--- src/rtl/riscv_pkg.sv ---
`default_nettype none
// ============================================================================
// Module      : riscv_pkg
// Description : Shared RV32 load/store definitions. This package holds the
//               funct3 size codes, the load/store sequencer state type and a
//               helper that spots reserved size codes.
// Revision    : 1.0 - initial release
// ============================================================================
package riscv_pkg;

    // Load funct3 codes
    localparam logic [2:0] F3_LB  = 3'b000;
    localparam logic [2:0] F3_LH  = 3'b001;
    localparam logic [2:0] F3_LW  = 3'b010;
    localparam logic [2:0] F3_LBU = 3'b100;
    localparam logic [2:0] F3_LHU = 3'b101;

    // Store funct3 codes. They share encodings with the signed loads.
    localparam logic [2:0] F3_SB  = 3'b000;
    localparam logic [2:0] F3_SH  = 3'b001;
    localparam logic [2:0] F3_SW  = 3'b010;

    // Load/store sequencer states
    typedef enum logic [1:0] {
        IDLE = 2'd0,
        REQ  = 2'd1,
        WAIT = 2'd2,
        DONE = 2'd3
    } lsu_state_e;

    // Reserved size codes: these never reach the bus
    function automatic logic size_illegal(input logic [2:0] f3);
        return (f3 == 3'b011) || (f3 == 3'b110) || (f3 == 3'b111);
    endfunction

endpackage
`default_nettype wire

--- src/rtl/lsu_align.sv ---
`default_nettype none
// ============================================================================
// Module      : lsu_align
// Description : Combinational lane steering for the load/store unit. It
//               generates byte enables, replicates store data across the byte
//               lanes, and right-aligns and extends load data.
// Revision    : 1.0 - initial release
// ============================================================================
module lsu_align
    import riscv_pkg::*;
(
    input  logic [2:0]  i_size,
    input  logic [1:0]  i_off,
    input  logic [31:0] i_wdata,
    input  logic [31:0] i_rword,
    output logic [3:0]  o_be,
    output logic [31:0] o_wdata,
    output logic [31:0] o_rdata
);

    logic [31:0] w_shifted;

    // Move the addressed byte/half down to bit 0 before extension
    assign w_shifted = i_rword >> {i_off, 3'b000};

    // Byte enables and lane-replicated store data. Only size[1:0] matters here,
    // so BU/HU codes behave like B/H.
    always_comb begin
        o_be    = 4'b1111;
        o_wdata = i_wdata;
        case (i_size[1:0])
            2'b00: begin
                o_be    = 4'b0001 << i_off;
                o_wdata = {4{i_wdata[7:0]}};
            end
            2'b01: begin
                o_be    = 4'b0011 << {i_off[1], 1'b0};
                o_wdata = {2{i_wdata[15:0]}};
            end
            default: ;
        endcase
    end

    // Sign or zero extension of the aligned load data
    always_comb begin
        o_rdata = w_shifted;
        case (i_size)
            F3_LB:   o_rdata = {{24{w_shifted[7]}},  w_shifted[7:0]};
            F3_LH:   o_rdata = {{16{w_shifted[15]}}, w_shifted[15:0]};
            F3_LBU:  o_rdata = {24'h000000, w_shifted[7:0]};
            F3_LHU:  o_rdata = {16'h0000,   w_shifted[15:0]};
            default: ;
        endcase
    end

endmodule
`default_nettype wire

--- src/rtl/lsu_ctrl.sv ---
`default_nettype none
// ============================================================================
// Module      : lsu_ctrl
// Description : Multi-cycle RV32 load/store sequencer. It issues one memory op
//               on a req/gnt/rvalid bus, stalls the core while the op is in
//               flight, and returns extended load data with a done pulse.
// Config      : LSU_MISALIGN_TRAP_EN - when defined, misaligned H/W accesses
//               complete immediately with err_o. When undefined, the address is
//               aligned down to the natural boundary.
// Revision    : 1.0 - initial release
// ============================================================================
module lsu_ctrl
    import riscv_pkg::*;
#(
    parameter int TIMEOUT = 16,
    parameter int AW      = 32
) (
    input  logic          clk,
    input  logic          rst,
    input  logic          valid_i,
    input  logic          we_i,
    input  logic [2:0]    data_size_i,
    input  logic [AW-1:0] addr_i,
    input  logic [31:0]   wdata_i,
    output logic          stall_o,
    output logic          done_o,
    output logic [31:0]   rdata_o,
    output logic          err_o,
    output logic          mem_req_o,
    output logic          mem_we_o,
    output logic [AW-1:0] mem_addr_o,
    output logic [3:0]    mem_be_o,
    output logic [31:0]   mem_wdata_o,
    input  logic          mem_gnt_i,
    input  logic          mem_rvalid_i,
    input  logic [31:0]   mem_rdata_i
);

    // The counter must be able to hold TIMEOUT itself
    localparam int                 c_cnt_w   = (TIMEOUT < 2) ? 1 : $clog2(TIMEOUT + 1);
    localparam logic [c_cnt_w-1:0] c_timeout = c_cnt_w'(TIMEOUT);

    lsu_state_e         r_state;
    lsu_state_e         w_next;

    logic               r_we;
    logic [2:0]         r_size;
    logic [AW-1:0]      r_addr;
    logic [31:0]        r_wdata;
    logic               r_err;
    logic [31:0]        r_rdata;
    logic [c_cnt_w-1:0] r_cnt;

    logic               w_illegal;
    logic               w_bad;
    logic               w_timeout;
    logic [AW-1:0]      w_addr_cap;
    logic [3:0]         w_be;
    logic [31:0]        w_wdata_rep;
    logic [31:0]        w_rdata_ext;

    // Classify the incoming op and choose the address that will be captured
    always_comb begin
        w_illegal  = size_illegal(data_size_i);
        w_addr_cap = addr_i;
`ifdef LSU_MISALIGN_TRAP_EN
        w_bad = w_illegal
              | ((data_size_i[1:0] == 2'b01) & addr_i[0])
              | ((data_size_i[1:0] == 2'b10) & (addr_i[1:0] != 2'b00));
`else
        w_bad = w_illegal;
        case (data_size_i[1:0])
            2'b01:   w_addr_cap[0]   = 1'b0;
            2'b10:   w_addr_cap[1:0] = 2'b00;
            default: ;
        endcase
`endif
    end

    // A zero TIMEOUT disables the abort completely
    assign w_timeout = (TIMEOUT != 0) && (r_cnt == c_timeout);

    // FSM state register
    always_ff @(posedge clk) begin
        if (rst) begin
            r_state <= IDLE;
        end else begin
            r_state <= w_next;
        end
    end

    // Next-state logic and bus/core handshake outputs
    always_comb begin
        w_next    = r_state;
        stall_o   = 1'b0;
        done_o    = 1'b0;
        mem_req_o = 1'b0;
        case (r_state)
            IDLE: begin
                // Stall combinationally so the core holds the op in its issue cycle
                stall_o = valid_i;
                if (valid_i) begin
                    w_next = w_bad ? DONE : REQ;
                end
            end
            REQ: begin
                stall_o = 1'b1;
                if (w_timeout) begin
                    w_next = DONE;
                end else begin
                    mem_req_o = 1'b1;
                    if (mem_gnt_i) begin
                        w_next = r_we ? DONE : WAIT;
                    end
                end
            end
            WAIT: begin
                stall_o = 1'b1;
                if (w_timeout || mem_rvalid_i) begin
                    w_next = DONE;
                end
            end
            DONE: begin
                done_o = 1'b1;
                w_next = IDLE;
            end
            default: w_next = IDLE;
        endcase
    end

    // Capture the op on issue, then record its outcome (error or load data)
    always_ff @(posedge clk) begin
        if (rst) begin
            r_we    <= 1'b0;
            r_size  <= 3'b000;
            r_addr  <= '0;
            r_wdata <= 32'h0;
            r_err   <= 1'b0;
            r_rdata <= 32'h0;
        end else begin
            case (r_state)
                IDLE: begin
                    if (valid_i) begin
                        r_we    <= we_i;
                        r_size  <= data_size_i;
                        r_addr  <= w_addr_cap;
                        r_wdata <= wdata_i;
                        r_err   <= w_bad;
                        if (w_bad) begin
                            r_rdata <= 32'h0;
                        end
                    end
                end
                REQ: begin
                    if (w_timeout) begin
                        r_err   <= 1'b1;
                        r_rdata <= 32'h0;
                    end
                end
                WAIT: begin
                    if (w_timeout) begin
                        r_err   <= 1'b1;
                        r_rdata <= 32'h0;
                    end else if (mem_rvalid_i) begin
                        r_rdata <= w_rdata_ext;
                    end
                end
                default: ;
            endcase
        end
    end

    // Timeout counter. It restarts for each bus phase and counts the cycles spent in it.
    always_ff @(posedge clk) begin
        if (rst) begin
            r_cnt <= '0;
        end else begin
            case (r_state)
                IDLE: begin
                    if (valid_i) begin
                        r_cnt <= '0;
                    end
                end
                REQ: begin
                    if (!w_timeout && mem_gnt_i) begin
                        r_cnt <= '0;
                    end else begin
                        r_cnt <= r_cnt + c_cnt_w'(1);
                    end
                end
                WAIT: begin
                    r_cnt <= r_cnt + c_cnt_w'(1);
                end
                default: ;
            endcase
        end
    end

    lsu_align u_align (
        .i_size  (r_size),
        .i_off   (r_addr[1:0]),
        .i_wdata (r_wdata),
        .i_rword (mem_rdata_i),
        .o_be    (w_be),
        .o_wdata (w_wdata_rep),
        .o_rdata (w_rdata_ext)
    );

    // Bus fields come straight from the captured op, so they stay stable until gnt
    assign mem_we_o    = r_we;
    assign mem_addr_o  = {r_addr[AW-1:2], 2'b00};
    assign mem_be_o    = w_be;
    assign mem_wdata_o = w_wdata_rep;

    assign rdata_o = r_rdata;
    assign err_o   = (r_state == DONE) & r_err;

endmodule
`default_nettype wire
--- config.mk ---
export PLATFORM = sky130hd
export DESIGN_NAME = lsu_ctrl
export DESIGN_NICKNAME = d
export VERILOG_FILES = /design/src/rtl/riscv_pkg.sv /design/src/rtl/lsu_align.sv /design/src/rtl/lsu_ctrl.sv
export SDC_FILE = /design/constraint.sdc
export NUM_CORES = 1
export LEC_CHECK = 0
export ABC_AREA = 1
export CORE_MARGIN = 3
export CORE_UTILIZATION = 64
export DETAILED_ROUTE_END_ITERATION = 10
export DONT_BUFFER_PORTS = 1
export PLACE_DENSITY = 0.83
export SLEW_MARGIN = 20
export SYNTH_ARGS = -nofsm -noshare
export SYNTH_HDL_FRONTEND = slang
export SYNTH_HIERARCHICAL = 1
export SYNTH_SLANG_ARGS = --single-unit
--- constraint.sdc ---
create_clock -name clk -period 2.14 [get_ports clk]
set_input_delay 0.428 -clock clk [delete_from_list [all_inputs] [get_ports clk]]
set_output_delay 0.428 -clock clk [all_outputs]
set_load 0.02 [all_outputs]
==> reports/metrics.yaml <==
outcome: "finished clean"
clockBufferDepth: 2
placed_cells: 902
grtUsageTotal_pct: 27.9
max_freq_mhz: 492
grt_pass1_vias: 4859
cts_inserted_buffers: 9
htree_levels: 3
yosys.area.top_type: "dfxtp_1"
grt.overflow.total: 0
hp-class: "primary input to register"
cts_tree: "done"
endpoint_kind: "output pin"
tightestPinTransition_ns: 0.646
fin_tns_setup_ns: 0
reg2reg_to: "rdata_o[22]"
routabilityCongestion: 0.978
cts_setup_buffers: 0
yosysWarnings: 6
core_sq_um: 8420
mostFrequentLayoutCell: "nand2_1"
start_util_pct: 67.8
cts_sinks: 108
netlist_area_sq_um: 5710
min_delay_path_depth: 1
wirelength_um: 14700
hold_viol: 0
setup_viol: 0
grt_pass1_wl_um: 22800
leakage_uw: 0.00262
hold_start: "rst"
postRouteAntennaNets: 0
min_to: "r_state[0]"
drt_iter0_drc: 282
grt_start_max_net_pins: 69
die_x_um: 100
drcViolationCount: 0
ys_seq_elements: 108
ir_drop_mv: 0.714
clock_skew_ns: 0.0139
reg2reg_from: "r_addr[1]"
antennaDiodeCount: 0
worstSetupStartpointType: "register"
synthesis.instances: 870
cp_data_required_time_ns: 1.71
die_h_um: 100
num_rows: 33
critPathMaxFanout: 21
io_buffers: 0
synth_top_area_share_pct: 37.8
cap_violations: 0
cp.arrival_ns: 1.60
clock_latency_ns: 0.37
rr_worst_depth: 9
cts.clk_slew.worst_paths_ns: 0.11
die_area_sq_um: 10100
p_per_area_nw_per_um2: 1530
synth_cell_types: 26
crit_type: "register to output pin"
hpwl_um: 10600
final_net_count: 922
wire_per_inst_um: 16.0
min_period_ns: 2.03
hold_ws_ns: 0.107
slew_headroom_pct: 57.0
synthTopCellsByArea: "dfxtp_1, nand2_1, nor2_1, nand3_1, o21ai_0"
rrSetupSlack_ns: 0.24
period_share_pct: 95.0
pin_count: 210
root_buffer: "clkbuf_8"
drive_gt1_share_pct: 7.49
synth-seq-area-share_pct: 37.8
drv_slew: 0
synth_area_per_cell_sq_um: 6.57
routed_via_density: 5.73
firstDrtPassIters: 5
mostFrequentLayoutCells: "nand2_1, nor2_1, dfxtp_1"
antenna_found_initial: 0
stdcell_count: 919
vias: 5262
rsz0062_at_grt: "false"
areaGrowthSynthToFinish_pct: -0.0438
kinds of logic (layout without fill, tap and decap cells):
family,after synthesis,in the layout,share of synthesized area [%]
and+or+nand+nor,522,522,37.6
buffers and inverters,126,69,12.8
DFF,108,108,37.8
AOI/OAI and AO/OA,101,101,9.33
adders and majority gates,8,8,1.75
xor gates and xnor gates,4,4,0.613
other,1,2,0.0656
how the worst max path moves through the flow:
stage / end / cells after the start / slack [ns] / from
floorplan: stall_o / 6 / 0.30 / r_state[0]
global placement: r_addr[0] / 6 / 0.29 / r_state[0]
detailed placement: r_addr[0] / 6 / 0.21 / r_state[1]
CTS: stall_o / 6 / 0.005 / r_state[0]
global route: mem_req_o / 7 / 0.01 / r_cnt[0]
finish: stall_o / 6 / 0.11 / r_state[0]
metal layers:
metal / share of wire [%] / routed length [um] / up-vias / GRT usage [%]
li1: - / - / 2585 / -
met1: 37 / 5430 / 2385 / 32.8
met2: 50 / 7420 / 259 / 47.7
met3: 10 / 1480 / 33 / 7.61
met4: 2.5 / 374 / 0 / 12.1
met5: 0 / 0 / - / 0
state kept, by name, indices dropped and copies added, names as in the netlist:
register and flops:
r_addr 32, r_wdata 32, rdata_o 32, r_cnt 5, r_size 3, r_state 2
mem_we_o 1, r_err 1
where the power goes:
group	switching [uW]	internal [uW]
logic	2450	1210
clock network	748	692
registers	996	2630
total	4190	4530
layout make-up:
class / instances / area, sq um
Fill cell: 794 / 2710
Sequential cell: 108 / 2160
Clock buffer: 9 / 124
Timing Repair Buffer: 22 / 220
Clock inverter: 7 / 115
Inverter: 31 / 121
Tap cell: 105 / 131
Multi-Input combinational cell: 637 / 2840
stage by stage:
stage,util (%),worst slack (ns),total power (uW),cell area [sq um]
after floorplan,-,0.301,6810,5720
final,67.8,0.108,8720,5710
after global placement,64.3,0.287,7080,5420
after detailed placement,64.3,0.207,7230,5420
after global routing,67.8,0.0102,9410,5710
after CTS,67.3,0.00486,8670,5670
timing repair:
item,CTS,global route
cloned,0,1
gates resized for setup,3,6
endpoints found under the setup margin,1,75
hold buffers,0,0
worst max-delay path, cell delays in order, from the launching register on:
cell	delay (ns)
dfxtp_2	0.36
inv_1	0.09
ha_2	0.23
nand2_4	0.10
buf_12	0.17
a21oi_1	0.12
buf_4	0.16
synthesized netlist by cell type:
master / number
nand2_1: 220
nor2_1: 206
dfxtp_1: 108
nand3_1: 79
o21ai_0: 79
buf_4: 43
inv_1: 26
clkbuf_1: 22
buf_2: 16
a21oi_1: 11
buf_6: 10
ha_1: 8
a22oi_1: 7
nand2_2: 5
inv_2: 4
o211ai_1: 4
xor2_1: 4
buf_1: 3
nand3b_1: 3
nor2_4: 3
nand4_1: 2
nor2_2: 2
nor2_8: 2
clkbuf_2: 1
conb_1: 1
inv_4: 1
Power figures use the tool's default switching activity.
